===== config.mk =====
export PLATFORM = sky130hd
export DESIGN_NAME = vga_timing_monitor
export DESIGN_NICKNAME = d
export VERILOG_FILES = /design/src/rtl/vga_timing_monitor.sv
export SDC_FILE = /design/constraint.sdc
export NUM_CORES = 1
export LEC_CHECK = 0
export BUFFER_PORTS_ARGS = -buffer_cell sky130_fd_sc_hd__buf_2
export CAP_MARGIN = 5
export CELL_PAD_IN_SITES_DETAIL_PLACEMENT = 2
export CELL_PAD_IN_SITES_GLOBAL_PLACEMENT = 2
export CORE_ASPECT_RATIO = 0.5
export CORE_MARGIN = 2
export CORE_UTILIZATION = 34
export DETAILED_ROUTE_END_ITERATION = 6
export HOLD_SLACK_MARGIN = 0.12
export PLACE_DENSITY = 0.8
export SETUP_SLACK_MARGIN = 0.1
export SLEW_MARGIN = 20
export SYNTH_ARGS = -nofsm -noshare
export SYNTH_HDL_FRONTEND = slang
export SYNTH_SLANG_ARGS = --single-unit

===== constraint.sdc =====
create_clock -name CLK100MHZ -period 4.1 [get_ports CLK100MHZ]
set_input_delay 1.025 -clock CLK100MHZ [delete_from_list [all_inputs] [get_ports CLK100MHZ]]
set_output_delay 1.025 -clock CLK100MHZ [all_outputs]
set_load 0.005 [all_outputs]

===== src/rtl/vga_timing_monitor.sv =====
// vga_timing_monitor
//   Receive-side checker for 640x480@60 VGA syncs. Samples hs/vs (and
//   optionally de) on the pixel strobe. It measures line and frame lengths,
//   locks onto the nominal H_TOTAL x V_TOTAL timing, and rebuilds pixel
//   coordinates from the syncs alone.
//
//   Optional feature macro: VGA_MON_DE_CHECK_EN
//     defined   -> while locked, de is compared against the rebuilt active
//                  window; each mismatch pulses err and bumps de_err_cnt.
//     undefined -> de is ignored and de_err_cnt reads 0.
//
// Ports
//   CLK100MHZ   in   board clock (only clock)
//   reset       in   synchronous, active-high
//   pix_stb     in   pixel enable, one CLK100MHZ cycle in four
//   hs, vs      in   horizontal / vertical sync, active low
//   de          in   source display enable (only with VGA_MON_DE_CHECK_EN)
//   x, y        out  rebuilt column/row; hold last value outside active
//   act         out  locked and inside the visible window
//   locked      out  timing lock
//   err         out  one-cycle pulse per detected violation
//   frame_stb   out  one-cycle pulse at each frame boundary
//   h_total     out  last measured line length
//   v_total     out  last measured frame length
//   de_err_cnt  out  saturating count of de mismatches
module vga_timing_monitor #(
    parameter int H_TOTAL     = 800,
    parameter int V_TOTAL     = 525,
    parameter int H_START     = 144,
    parameter int V_START     = 34,
    parameter int H_ACTIVE    = 640,
    parameter int V_ACTIVE    = 480,
    parameter int LOCK_FRAMES = 2
) (
    input  logic        CLK100MHZ,
    input  logic        reset,
    input  logic        pix_stb,
    input  logic        hs,
    input  logic        vs,
    input  logic        de,
    output logic [9:0]  x,
    output logic [9:0]  y,
    output logic        act,
    output logic        locked,
    output logic        err,
    output logic        frame_stb,
    output logic [10:0] h_total,
    output logic [10:0] v_total,
    output logic [15:0] de_err_cnt
);
    typedef enum logic [1:0] {S_SEARCH, S_MEASURE, S_LOCKED} state_t;

    localparam logic [10:0] POS_MAX = 11'd2047;
    localparam logic [10:0] H_TOT_L = 11'(H_TOTAL);
    localparam logic [10:0] V_TOT_L = 11'(V_TOTAL);
    localparam logic [10:0] H_LO    = 11'(H_START);
    localparam logic [10:0] H_HI    = 11'(H_START + H_ACTIVE);
    localparam logic [10:0] V_LO    = 11'(V_START);
    localparam logic [10:0] V_HI    = 11'(V_START + V_ACTIVE);
    localparam logic [2:0]  LOCK_N  = 3'(LOCK_FRAMES);

    function automatic logic [10:0] sat_inc(input logic [10:0] v);
        return (v == POS_MAX) ? v : v + 11'd1;
    endfunction

    state_t      state_q, state_d;
    logic [2:0]  good_cnt_q, good_cnt_d;
    logic        hs_q, hs_d, vs_q, vs_d;
    logic        vs_pend_q, vs_pend_d;
    logic        bad_line_q, bad_line_d;   // some line of the current frame was off-length
    logic [10:0] h_pos_q, h_pos_d, v_pos_q, v_pos_d;
    logic [10:0] h_total_q, h_total_d, v_total_q, v_total_d;
    logic [9:0]  x_q, x_d, y_q, y_d;
    logic        act_q, act_d, locked_q, locked_d;
    logic        err_q, err_d, frame_stb_q, frame_stb_d;
    logic        hfe, vfe, line_bad, frame_good;
`ifdef VGA_MON_DE_CHECK_EN
    logic [15:0] de_err_cnt_q, de_err_cnt_d;
`else
    logic        unused_de;
    assign unused_de = de;
`endif

    always_comb begin
        state_d     = state_q;
        good_cnt_d  = good_cnt_q;
        hs_d        = hs_q;
        vs_d        = vs_q;
        vs_pend_d   = vs_pend_q;
        bad_line_d  = bad_line_q;
        h_pos_d     = h_pos_q;
        v_pos_d     = v_pos_q;
        h_total_d   = h_total_q;
        v_total_d   = v_total_q;
        x_d         = x_q;
        y_d         = y_q;
        act_d       = act_q;
        locked_d    = locked_q;
        err_d       = 1'b0;
        frame_stb_d = 1'b0;
        hfe         = 1'b0;
        vfe         = 1'b0;
        line_bad    = 1'b0;
        frame_good  = 1'b0;
`ifdef VGA_MON_DE_CHECK_EN
        de_err_cnt_d = de_err_cnt_q;
`endif
        if (pix_stb) begin
            hs_d = hs;
            vs_d = vs;
            hfe  = hs_q & ~hs;
            vfe  = vs_q & ~vs;

            if (hfe) begin
                h_pos_d    = '0;
                // Saturate so a 2047-tick timeout line reads 2047, not 0.
                h_total_d  = sat_inc(h_pos_q);
                line_bad   = (h_total_d != H_TOT_L);
                v_pos_d    = sat_inc(v_pos_q);
                bad_line_d = bad_line_q | line_bad;
                // Uses the old vs_pend: a vfe in this same sample only arms
                // the boundary for the next hfe.
                if (vs_pend_q) begin
                    v_total_d   = sat_inc(v_pos_q);
                    v_pos_d     = '0;
                    vs_pend_d   = 1'b0;
                    frame_stb_d = 1'b1;
                    frame_good  = (v_total_d == V_TOT_L) && !bad_line_q && !line_bad;
                    bad_line_d  = 1'b0;
                end
            end else begin
                h_pos_d = sat_inc(h_pos_q);
            end
            if (vfe) begin
                vs_pend_d = 1'b1;
            end

            case (state_q)
                S_SEARCH: begin
                    if (frame_stb_d) begin
                        state_d    = S_MEASURE;
                        good_cnt_d = '0;
                    end
                end
                S_MEASURE: begin
                    if (frame_stb_d) begin
                        if (frame_good) begin
                            good_cnt_d = good_cnt_q + 3'd1;
                            if (good_cnt_d == LOCK_N) begin
                                state_d = S_LOCKED;
                            end
                        end else begin
                            good_cnt_d = '0;
                        end
                    end
                end
                S_LOCKED: begin
                    if ((hfe && line_bad) || (frame_stb_d && !frame_good)) begin
                        err_d      = 1'b1;
                        state_d    = S_MEASURE;
                        good_cnt_d = '0;
                    end
                end
                default: begin
                    state_d    = S_SEARCH;
                    good_cnt_d = '0;
                end
            endcase

            // Missing sync: fire once on the step into saturation, then sit
            // in SEARCH until a boundary shows up again.
            if ((h_pos_d == POS_MAX && h_pos_q != POS_MAX) ||
                (v_pos_d == POS_MAX && v_pos_q != POS_MAX)) begin
                err_d      = 1'b1;
                state_d    = S_SEARCH;
                good_cnt_d = '0;
            end

            locked_d = (state_d == S_LOCKED);
            act_d    = locked_d && (h_pos_d >= H_LO) && (h_pos_d < H_HI) &&
                       (v_pos_d >= V_LO) && (v_pos_d < V_HI);
            if (act_d) begin
                x_d = 10'(h_pos_d - H_LO);
                y_d = 10'(v_pos_d - V_LO);
            end

`ifdef VGA_MON_DE_CHECK_EN
            if (state_q == S_LOCKED && de != act_d) begin
                err_d = 1'b1;
                if (de_err_cnt_q != 16'hFFFF) begin
                    de_err_cnt_d = de_err_cnt_q + 16'd1;
                end
            end
`endif
        end
    end

    always_ff @(posedge CLK100MHZ) begin
        if (reset) begin
            state_q     <= S_SEARCH;
            good_cnt_q  <= '0;
            hs_q        <= 1'b0;
            vs_q        <= 1'b0;
            vs_pend_q   <= 1'b0;
            bad_line_q  <= 1'b0;
            h_pos_q     <= '0;
            v_pos_q     <= '0;
            h_total_q   <= '0;
            v_total_q   <= '0;
            x_q         <= '0;
            y_q         <= '0;
            act_q       <= 1'b0;
            locked_q    <= 1'b0;
            err_q       <= 1'b0;
            frame_stb_q <= 1'b0;
        end else begin
            state_q     <= state_d;
            good_cnt_q  <= good_cnt_d;
            hs_q        <= hs_d;
            vs_q        <= vs_d;
            vs_pend_q   <= vs_pend_d;
            bad_line_q  <= bad_line_d;
            h_pos_q     <= h_pos_d;
            v_pos_q     <= v_pos_d;
            h_total_q   <= h_total_d;
            v_total_q   <= v_total_d;
            x_q         <= x_d;
            y_q         <= y_d;
            act_q       <= act_d;
            locked_q    <= locked_d;
            err_q       <= err_d;
            frame_stb_q <= frame_stb_d;
        end
    end

`ifdef VGA_MON_DE_CHECK_EN
    always_ff @(posedge CLK100MHZ) begin
        if (reset) begin
            de_err_cnt_q <= '0;
        end else begin
            de_err_cnt_q <= de_err_cnt_d;
        end
    end
    assign de_err_cnt = de_err_cnt_q;
`else
    assign de_err_cnt = '0;
`endif

    assign x         = x_q;
    assign y         = y_q;
    assign act       = act_q;
    assign locked    = locked_q;
    assign err       = err_q;
    assign frame_stb = frame_stb_q;
    assign h_total   = h_total_q;
    assign v_total   = v_total_q;
endmodule


======== Word level (Yosys, flattened, before mapping) ========
Cells that the tools add are included.
word-level totals
  register bits ........................... 77
  output and inout bits ................... 62
operators by class
  add/subtract/negate cells ............... 5
  $lt $le $gt $ge ......................... 4
  equality and inequality tests ........... 15
  mux-type cells .......................... 35
  bitwise operators ....................... 6
  reductions and logical operators ........ 23
operator list
  cell                                                                number
  two-way mux 11 bit                                                  7
  == test 11 bit, second input constant                               4
  adder 11 x 1 -> 11 bit, second input constant                       2
  less-than comparator 11 x 10 -> 1 bit, second input constant        2
  inequality test 11 bit, second input constant                       2
  two-way mux 3 bit                                                   5
  two-way mux 1 bit                                                   14
  two-way mux 2 bit                                                   7
  == test 11 x 10 -> 1 bit, second input constant                     1
  greater-or-equal comparator 11 x 6 -> 1 bit, second input constant  1
  greater-or-equal comparator 11 x 8 -> 1 bit, second input constant  1
  inequality test 11 x 10 -> 1 bit, second input constant             1
  logical AND 1 bit                                                   10
  subtractor 10 x 6 -> 10 bit, second input constant                  1
  subtractor 10 x 8 -> 10 bit, second input constant                  1
  inequality test 3 bit, second input constant                        3
  one-hot mux 3 bit (3 select lines)                                  1
  one-hot mux 2 bit (3 select lines)                                  1
  AND reduction 2 bit                                                 3
  == test 2 bit, second input constant                                2
  AND reduction 4 bit                                                 1
  adder 3 x 1 -> 3 bit, second input constant                         1
  == test 3 x 2 -> 1 bit, second input constant                       1
  zero test 1 bit                                                     3
  other kinds (9)                                                     13

======== Logic depth before layout (Yosys ltp) ========
Gate-level depths: netlist of run 1.
  depth after elaboration ................. 21
  gate-level depth with buffers ........... 16
  depth with buffers taken out ............ 13

======== Least setup slack after synthesis of run 1 ========
Ideal clock, no wire load.
  path kind ............................... input port to flip-flop
  from .................................... in hs
  to ...................................... reg y_q[7] (netlist: y[7])
  setup time .............................. 134 ps
  arrival ................................. 3620 ps
  data required time ...................... 3966 ps
  path slack .............................. 347 ps
  cell stages on the path ................. 12
  cell sequence ........................... nor2b_1 -> buf_2 -> o21ai_0 -> a32oi_2 -> ha_1 -> nor3b_1 -> a31oi_1 -> nor4_2 -> o311ai_2 -> nor2_2 -> buf_2 -> a311oi_1
between the ends
  word-level cells in the longest chain between the ends .. 17
  elaborated cells between the ends (all ways) .. 39
  classes of those cells .................. add/sub (1); order compare (4); eq/ne (3); mux (17); bitwise (2); reduce/logical (12)
RTL lines
  element                               RTL line  text
  start, declared                       38        input logic hs,
  NOT 1 bit (*)                         111       hfe = hs_q & ~hs;
  AND 1 bit (*)                         111
  two-way mux 1 bit                     114       if (hfe) begin
  two-way mux 1 bit                     108       if (pix_stb) begin
  zero test 1 bit                       158       if ((hfe && line_bad) || (frame_stb_d && !frame_good)) begin
  logical AND 1 bit                     158
  logical OR 1 bit                      158
  two-way mux 2 bit                     158
  one-hot mux 2 bit (3 select lines)    138       case (state_q)
  two-way mux 2 bit                     172       if ((h_pos_d == POS_MAX && h_pos_q != POS_MAX) ||
  two-way mux 2 bit                     108
  == test 2 bit                         179       locked_d = (state_d == S_LOCKED);
  logical AND 1 bit (3 in series)       180       act_d = locked_d && (h_pos_d >= H_LO) && (h_pos_d < H_HI) &&
  logical AND 1 bit                     181       (v_pos_d >= V_LO) && (v_pos_d < V_HI);
  AND reduction 2 bit (no source line)  -
  end signal, assigned                  228       y_q <= y_d;
  end, declared                         73        logic [9:0] x_q, x_d, y_q, y_d;
Mark *: on every way between the ends. The rest lies on a longest branch, timed or not. The select of a mux whose other input is x is not followed.
A chain may end at the register's enable or synchronous reset.

======== Worst setup path after layout of run 1 ========
  from .................................... reg h_pos_q[0]
  to ...................................... reg x_q[8] (netlist: x[8])
between the ends
  word-level cells in the longest chain between the ends .. 21
  elaborated cells between the ends (all ways) .. 36
  classes of those cells .................. add/sub (2); order compare (2); eq/ne (5); mux (14); reduce/logical (13)
RTL lines
  element                                                   RTL line  text
  start, declared                                           71        logic [10:0] h_pos_q, h_pos_d, v_pos_q, v_pos_d;
  start signal, assigned                                    223       h_pos_q <= h_pos_d;
  adder 11 x 1 -> 11 bit or == test 11 bit (tied branches)  63        return (v == POS_MAX) ? v : v + 11'd1;
  two-way mux 11 bit                                        63
  inequality test 11 x 10 -> 1 bit                          118       line_bad = (h_total_d != H_TOT_L);
  zero test 1 bit                                           128       frame_good = (v_total_d == V_TOT_L) && !bad_line_q && !line_bad;
  logical AND 1 bit                                         128
  two-way mux 1 bit                                         123       if (vs_pend_q) begin
  two-way mux 1 bit                                         114
  two-way mux 1 bit                                         108
  (+3 left out)                                             -
  two-way mux 2 bit                                         158
  one-hot mux 2 bit (3 select lines)                        138
  two-way mux 2 bit                                         172
  two-way mux 2 bit                                         108
  == test 2 bit                                             179
  logical AND 1 bit (3 in series)                           180
  logical AND 1 bit                                         181
  AND reduction 2 bit (no source line)                      -
  end signal, assigned                                      210       x_q <= '0;
  end signal, assigned                                      227       x_q <= x_d;
  end, declared                                             73
Parallel ways exist; a longest one is shown, timed or not. The select of a mux whose other input is x is not followed.

==> impl_metrics.yaml, run 1 <==
hold_path:
  holdPathStages: 2
  hold_class: "register to register"
yosys:
  seq_total_area_yosys_pct: 33.6
  avgSynthCellArea_um2: 7.95
  mappedNetlistArea_um2: 4580
  synthDistinctLibCells: 72
  ys_dominant_reg_cell: "sky130_fd_sc_hd__dfxtp_1"
  postSynthCellCount: 576
  synthMuxAreaShare_pct: 3.09
  synth_compound_area_share_pct: 24.0
  synthSimpleGateAreaFrac_pct: 24.8
  synth_xor_xnor_area_share_pct: 3.82
  synth_async_sr_flop_share_pct: 0
  dominant_combinational_cell_family_by_area_after_synthesis: "simple AND/OR/NAND/NOR gates"
  ys_warn_count: 0
  yosys.area_share.adder_pct: 2.18
  synth_edf_count: 0
  synth.ff_latch_count: 77
sta:
  finClkSkew_ps: 12.5
  fmax_mhz: 264
  max_slew_vio_count: 0
  maxSlewHeadroom_pct: 56.3
  min_period_over_period_pct: 92.4
  worstMarginPinSlew_ps: 637
  timing.final.crit_period_ps: 3790
  rsz0062_at_grt: "false"
  timing.final.setup_violations: 0
  finalHoldViolations: 0
grt:
  antenna_violations_before_repair: 0
  grt_first_pass_wirelength_um: 25700
  vias_in_the_first_global_route: 4711
  pin_count_of_the_biggest_net_entering_global_routing: 61
  grt_use_total_pct: 22.5
  globalRouteOverflowTotal: 0
route:
  via_per_inst: 5.73
  detailroute.via_count: 4591
  routedWlPerCell_um: 19.8
  antenna_violating_nets_post_route: 0
  route.final.wire_length_um: 15800
  drt_drc: 0
  dr.pass1.iters: 4
  drtIter0Drc: 198
clocking:
  cts_buffer_depth: 2
  h-tree-depth: 3
  clock_sinks: 77
  postCtsSetupRepairBufs: 0
  path_clk_slew_ps: 60
  cts-buffers-inserted: 9
  cts_tree: "built"
  cts_root_buf: "sky130_fd_sc_hd__clkbuf_16"
  later_pin_clock_latency_in_the_skew_report_ps: 350
placed_design:
  detailed_place.area_um2: 5040
  dpl.cell_count: 785
  placement.io_buffers: 50
  hpwl_dp_um: 11400
  globalplace.congestion: 0.845
job:
  max_cap_viol_count: 0
setup_path:
  ff2ff_path_depth: 13
  path_class: "register to register"
  cp-start-kind: "register"
  worstPathMaxFanout: 16
  cp-end-kind: "register"
  ff2ff_setup_slack_ps: 310
  arrival_ps: 4020
  worst-endpoint-required_ps: 4330
die:
  design.die.area_um2: 14500
  core_region_area_um2: 12900
  start_util_pct: 35.5
  dieHeight_um: 86.1
  design.portCount: 68
  die_width_um: 168
  placement_rows: 29
cells_and_area:
  area.growth.synth_to_final_pct: 16.8
  num_antenna_cells: 0
  final_core_util_pct: 41.4
  drive_above_1_share_pct: 19.7
  design.final.nets: 640
  post_layout_nonfiller_instances: 801
  final_area_um2: 5350
pwr:
  design_power_mw: 1.72
  static-leakage-power_nw: 1.99
  peakVddDrop_v: 0.000189
  power.density_cell_area_nw_per_um2: 322
run_status:
  status: "complete, no violations"
## where the power goes
part           internal [mW]  switching (mW)  leakage, nW
clock                  0.481           0.357        0.143
combinational         0.0416          0.0786         1.23
sequential             0.755          0.0114        0.622
## layer usage
| metal | GRT usage (%) | wire, um |
|---|---|---|
| met1 | 29.2 | 7390 |
| met2 | 39.5 | 7630 |
| met3 | 3.60 | 656 |
| met4 | 5.56 | 147 |
| met5 | 0 | 0 |
## cell type report
class                   count  area [um2]
inverters                  13        48.8
repair buffers             86         523
flip-flops and latches     77        1540
multi-input cells         439        2720
clock buffers               9         225
clock inverters             7        80.1
well taps                 170         213
fillers                  1496        7570
## registers in the layout, summed over array words and instances, names as in the netlist, 2 cells and up
| register | cells |
|---|---|
| v_total | 11 |
| y | 10 |
| state_q | 2 |
| x | 10 |
| v_pos_q | 11 |
| good_cnt_q | 3 |
| h_pos_q | 11 |
| h_total | 11 |
## worst max-delay path, cell delays in order, from the launching register on
cell	delay [ps]
sky130_fd_sc_hd__dfxtp_1	530
sky130_fd_sc_hd__ha_1	240
sky130_fd_sc_hd__nand4_1	270
sky130_fd_sc_hd__o2111ai_1	320
sky130_fd_sc_hd__xor2_1	130
sky130_fd_sc_hd__nor2_1	190
sky130_fd_sc_hd__ha_1	200
sky130_fd_sc_hd__o2111ai_1	120
sky130_fd_sc_hd__a2111oi_0	490
sky130_fd_sc_hd__and4b_1	380
sky130_fd_sc_hd__a31oi_4	70
sky130_fd_sc_hd__o2111ai_4	170
sky130_fd_sc_hd__nor2_4	180
sky130_fd_sc_hd__a311oi_1	380
## Yosys cell counts, drive strengths merged, types with 4 or more instances
library cell	n	share of area, %
nor2	79	6.5
dfxtp	77	34
a21oi	52	5.7
buf	40	5.5
nand2	37	3.1
a211oi	26	4.4
o21ai	26	2.9
clkbuf	22	1.8
nand3	22	2.4
nor3	20	2.3
inv	13	1.1
mux2i	13	2.8
a31oi	12	2.3
xnor2	11	2.1
nand4	9	1.2
xor2	9	1.7
ha	8	2.2
a311oi	7	1.3
and2	7	0.96
nand2b	7	0.96
or3	6	0.82
and4	5	1.0
nor3b	5	0.82
nor4	5	0.96
o2111ai	5	1.3
a31o	4	0.76
and3	4	0.66
o22ai	4	0.68
## per-stage QoR
step / hold WS (ps) / TNS [ps] / setup slack [ps]
floorplan: 448 / 0 / 347
global placement: 435 / 0 / 64.9
detailed placement: 449 / -1520 / -154
CTS: 457 / 0 / 128
global route: 479 / 0 / 101
finish: 452 / 0 / 312
## kinds of logic (layout without fill, tap and decap cells)
family	count (synthesis)	after routing
flops	77	77
simple gates	222	222
buf+inv	75	115
mux	14	14
xor+xnor	20	20
other cells	1	16
fa+ha+maj	8	8
compound gates	159	159
## cells in the final DEF (no fill, tap or decap), types with 5 or more instances in the layout
cell	instances
sky130_fd_sc_hd__or3_1	6
sky130_fd_sc_hd__nand4_1	9
sky130_fd_sc_hd__clkbuf_16	9
sky130_fd_sc_hd__conb_1	16
sky130_fd_sc_hd__mux2i_1	13
sky130_fd_sc_hd__nand2b_1	7
sky130_fd_sc_hd__buf_4	37
sky130_fd_sc_hd__nor3_1	19
sky130_fd_sc_hd__nand3_1	22
sky130_fd_sc_hd__nand2_1	36
sky130_fd_sc_hd__o21ai_1	6
sky130_fd_sc_hd__ha_1	8
sky130_fd_sc_hd__a31oi_1	10
sky130_fd_sc_hd__nor2_1	78
sky130_fd_sc_hd__xor2_1	9
sky130_fd_sc_hd__dfxtp_1	77
sky130_fd_sc_hd__a211oi_1	25
sky130_fd_sc_hd__inv_1	13
sky130_fd_sc_hd__buf_2	49
sky130_fd_sc_hd__a21oi_1	52
sky130_fd_sc_hd__and2_1	7
sky130_fd_sc_hd__xnor2_1	11
sky130_fd_sc_hd__nor3b_1	5
sky130_fd_sc_hd__o21ai_0	19
sky130_fd_sc_hd__a311oi_1	7
## what timing repair did
item | 4_1_cts | 5_1_grt
hold buffers | 0 | 0
gates resized for setup | 0 | 2
setup endpoints to repair | 0 | 17
## path summary, 6_finish.rpt
check,from,end
worst max-delay path,h_pos_q[0],x[8]
worst min-delay path,v_total[9],v_total[9]
worst max register to register,h_pos_q[0],x[8]
worst min register to register,v_total[9],v_total[9]
(Power assumes the default switching activity.)
==> run 2: changes to the inputs <==
- CORE_UTILIZATION: 34 -> 36
- PLACE_DENSITY: 0.8 -> 0.84
- clock period: 4.1 -> 4.6 ns (I/O delays scaled with it)
==> impl_metrics.yaml, run 2 (synthesis gave the netlist of run 1 again) <==
placed_design:
  globalplace.congestion: 0.849
  placement.io_buffers: 50
  detailed_place.area_um2: 4920
  hpwl_dp_um: 10800
clocking:
  postCtsSetupRepairBufs: 0
  cts_hold_buf: 0
  cts_buffer_depth: 2
  clock_sinks: 77
  cts_repair_resize_count: 0
  cts_tree: "built"
  later_pin_clock_latency_in_the_skew_report_ps: 340
  path_clk_slew_ps: 70
  cts_root_buf: "sky130_fd_sc_hd__clkbuf_16"
  cts-buffers-inserted: 9
  h-tree-depth: 3
die:
  start_util_pct: 36.5
  design.portCount: 68
  die_width_um: 164
  placement_rows: 29
  dieHeight_um: 83.8
  core_region_area_um2: 12600
  design.die.area_um2: 13700
grt:
  gr-max-usage-layer: "met2"
  pin_count_of_the_biggest_net_entering_global_routing: 45
  grt_use_total_pct: 23.1
  globalRouteOverflowTotal: 0
  grt_first_pass_wirelength_um: 25000
  met1_track_demand_over_resource_in_global_routing_pct: 30.7
  grt_use_met2_pct: 39.4
  vias_in_the_first_global_route: 4638
  use_met3_pct: 3.87
  antenna_violations_before_repair: 0
cells_and_area:
  num_antenna_cells: 0
  area.growth.synth_to_final_pct: 13.8
  final_cell_mix: "sky130_fd_sc_hd__nor2_1 (78), sky130_fd_sc_hd__dfxtp_1 (77), sky130_fd_sc_hd__a21oi_1 (52)"
  final_area_um2: 5220
  drive_above_1_share_pct: 17.5
  mostFrequentLayoutCell: "sky130_fd_sc_hd__nor2_1"
  design.final.nets: 625
setup_path:
  cp-end-kind: "register"
  crit_slowest_cell: "sky130_fd_sc_hd__or4_1"
  worstPathMaxFanout: 10
  arrival_ps: 4440
  worst-endpoint-required_ps: 4860
  ff2ff_setup_slack_ps: 420
  path_class: "register to register"
  critical_path.cell_chain: "ha_1, nand4_1, o2111ai_1, xor2_1, nor2_1, ha_1, o2111ai_1, a2111oi_1, and4b_1, a31oi_4, o2111ai_4, or4_1, a21oi_1"
  cpPeakStageDelay_ps: 580
  cp-start-kind: "register"
pwr:
  peakVddDrop_v: 0.000161
  power.density_cell_area_nw_per_um2: 284
  static-leakage-power_nw: 1.92
sta:
  max_slew_vio_count: 0
  timing.final.crit_period_ps: 4180
  worstMarginPinSlew_ps: 962
  finClkSkew_ps: 10.3
  rsz0062_at_grt: "false"
  finalHoldViolations: 0
  fmax_mhz: 239
  timing.final.setup_violations: 0
  maxSlewHeadroom_pct: 35.7
  fin_tns_setup_ps: 0
  min_period_over_period_pct: 90.9
route:
  routedWlPerCell_um: 19.4
  dr.pass1.iters: 4
  detailroute.via_count: 4543
  route.final.wire_length_um: 15200
  antenna_violating_nets_post_route: 0
  drtIter0Drc: 207
  via_per_inst: 5.78
  drt_drc: 0
hold_path:
  hold_class: "register to register"
job:
  max_cap_viol_count: 0
run_status:
  status: "complete, no violations"
==> run 2: power by group <==
| part | internal (mW) | total, mW | switching (mW) |
|---|---|---|---|
| logic | 0.0322 | 0.0992 | 0.0670 |
| registers | 0.673 | 0.684 | 0.0117 |
| clock network | 0.377 | 0.700 | 0.322 |
==> run 2: routing by layer <==
layer	wire length (um)	share of wire, %
met5	0	0
met4	140	0.92
met3	610	4.0
met2	7490	49
met1	6980	46
==> run 2: critical path, delay by kind of cell (launching register included) <==
kind	cells	cell delay [ps]
compound gates	6	1250
simple gates	4	1270
flops	1	520
xor+xnor	1	410
fa+ha+maj	2	640
==> run 2: path summary, 6_finish.rpt <==
kind / start / to / cells past startpoint
setup / recovery: h_pos_q[0] / x[1] / 13
hold reg to reg: v_total[8] / v_total[8] / 2
setup reg to reg: h_pos_q[0] / x[1] / 13
hold / removal: v_total[8] / v_total[8] / 2
==> run 2: final cells by class <==
class,instances,area [um2]
repair buffers,71,408
flip-flops and latches,77,1540
clock buffers,9,225
inverters,13,48.8
multi-input cells,439,2720
clock inverters,7,61.3
fillers,1458,7340
well taps,170,213
==> run 2: metrics by stage <==
stage	hold WS [ps]	utilization, %	power [mW]	cells	setup slack [ps]
6_report	453	41.5	1.48	786	420
5_1_grt	496	41.5	1.54	786	163
4_1_cts	460	41.5	1.50	786	318
3_5_place_dp	450	39.2	0.798	770	338
3_3_place_gp	438	39.2	0.793	770	435
2_1_floorplan	448	-	0.773	591	722
==> run 3: changes to the inputs <==
- clock period: 4.6 -> 5.35 ns (I/O delays scaled with it)
==> impl_metrics.yaml, run 3 (synthesis gave the netlist of run 1 again) <==
run_status:
  status: "complete, no violations"
route:
  antenna_violating_nets_post_route: 0
  via_per_inst: 5.74
  detailroute.via_count: 4439
  drt_drc: 0
  route.final.wire_length_um: 15300
  dr.pass1.iters: 5
  routedWlPerCell_um: 19.8
  drtIter0Drc: 224
sta:
  fin_tns_setup_ps: 0
  finClkSkew_ps: 8.98
  timing.final.setup_violations: 0
  min_period_over_period_pct: 86.9
  worstMarginPinSlew_ps: 1010
  timing.final.crit_period_ps: 4650
  max_slew_vio_count: 0
  rsz0062_at_grt: "false"
  worst_slack_ps: 700
  finalHoldViolations: 0
  fmax_mhz: 215
  maxSlewHeadroom_pct: 31.8
hold_path:
  holdPathStages: 2
  hold_start: "v_total[8]"
  hold_class: "register to register"
cells_and_area:
  final_area_um2: 5120
  design.final.nets: 613
  final_cell_mix: "sky130_fd_sc_hd__nor2_1 (78), sky130_fd_sc_hd__dfxtp_1 (77), sky130_fd_sc_hd__a21oi_1 (52)"
  num_antenna_cells: 0
  post_layout_nonfiller_instances: 774
  mostFrequentLayoutCell: "sky130_fd_sc_hd__nor2_1"
  drive_above_1_share_pct: 15.9
  area.growth.synth_to_final_pct: 11.7
  filler_cell_count: 1490
die:
  design.portCount: 68
  core_region_area_um2: 12600
  placement_rows: 29
  die_width_um: 164
  design.die.area_um2: 13700
  start_util_pct: 36.5
  dieHeight_um: 83.8
pwr:
  static-leakage-power_nw: 1.85
  peakVddDrop_v: 0.000132
  power.density_cell_area_nw_per_um2: 250
setup_path:
  worst-endpoint-required_ps: 5530
  path_class: "input pin to register"
  arrival_ps: 4830
  ff2ff_path_depth: 12
  cp-end-kind: "register"
  timing.critical_path.from: "hs"
  worstPathMaxFanout: 16
  worstReg2RegStart: "v_pos_q[0]"
  cp-start-kind: "input pin"
grt:
  grt_use_total_pct: 23.8
  globalRouteOverflowTotal: 0
  antenna_violations_before_repair: 0
  grt_first_pass_wirelength_um: 25800
  vias_in_the_first_global_route: 4694
  pin_count_of_the_biggest_net_entering_global_routing: 55
clocking:
  cts_buffer_depth: 2
  cts_repair_resize_count: 0
  cts_root_buf: "sky130_fd_sc_hd__clkbuf_16"
  h-tree-depth: 3
  cts-buffers-inserted: 9
  postCtsSetupRepairBufs: 0
  path_clk_slew_ps: 70
  cts_tree: "built"
  cts_hold_buf: 0
  later_pin_clock_latency_in_the_skew_report_ps: 350
  clock_sinks: 77
placed_design:
  dpl_worst_slack_ps: 397
  dpl.cell_count: 758
  hpwl_dp_um: 10700
  detailed_place.area_um2: 4830
  placement.io_buffers: 50
  globalplace.congestion: 0.833
job:
  max_cap_viol_count: 0
## run 3: cell count changes in the layout (fill, tap and decap cells not counted), sizes merged
cell | previous run | this run
clkinv | 2 | 1
inv | 18 | 19
buf | 71 | 59
## run 3: metrics by stage
step / hold slack, ps / utilization (%) / power, mW
floorplan: 448 / - / 0.665
global placement: 438 / 38.5 / 0.679
detailed placement: 451 / 38.5 / 0.683
CTS: 461 / 40.8 / 1.30
global route: 493 / 40.8 / 1.34
finish: 459 / 40.8 / 1.28
## run 3: cell type report
class	instances	area [um2]	share of cell area [%]
multi-input combinational	439	2710	53.0
sequential	77	1540	30.1
timing repair buffer	59	318	6.21
clock buffer	9	225	4.40
tap	170	213	4.15
clock inverter	7	61.3	1.20
inverter	13	48.8	0.953
## run 3: worst max-delay path: stages
cell and delay (ps):
sky130_fd_sc_hd__buf_2 120, sky130_fd_sc_hd__nor2b_1 500, sky130_fd_sc_hd__o21ai_0 310, sky130_fd_sc_hd__a32oi_2 440
sky130_fd_sc_hd__ha_1 250, sky130_fd_sc_hd__nor3b_1 190, sky130_fd_sc_hd__buf_4 160, sky130_fd_sc_hd__a31oi_1 100
sky130_fd_sc_hd__nor4_2 340, sky130_fd_sc_hd__o311ai_2 280, sky130_fd_sc_hd__nor2_2 600, sky130_fd_sc_hd__a311oi_1 190
## run 3: final timing paths
path                end  slack, ps
max                x[9]        700
min          v_total[8]        460
max reg2reg        x[9]        700
min reg2reg  v_total[8]        460
## run 3: routing by layer
metal	global-route usage [%]	share of wire, %
met3	3.97	3.9
met2	41.2	49
met4	5.50	1.1
met1	31.0	46
met5	0	0
## run 3: where the power goes
group | internal (mW) | switching [mW] | leakage (nW)
Sequential | 0.578 | 0.0117 | 0.622
Clock | 0.326 | 0.284 | 0.142
Combinational | 0.0258 | 0.0558 | 1.09
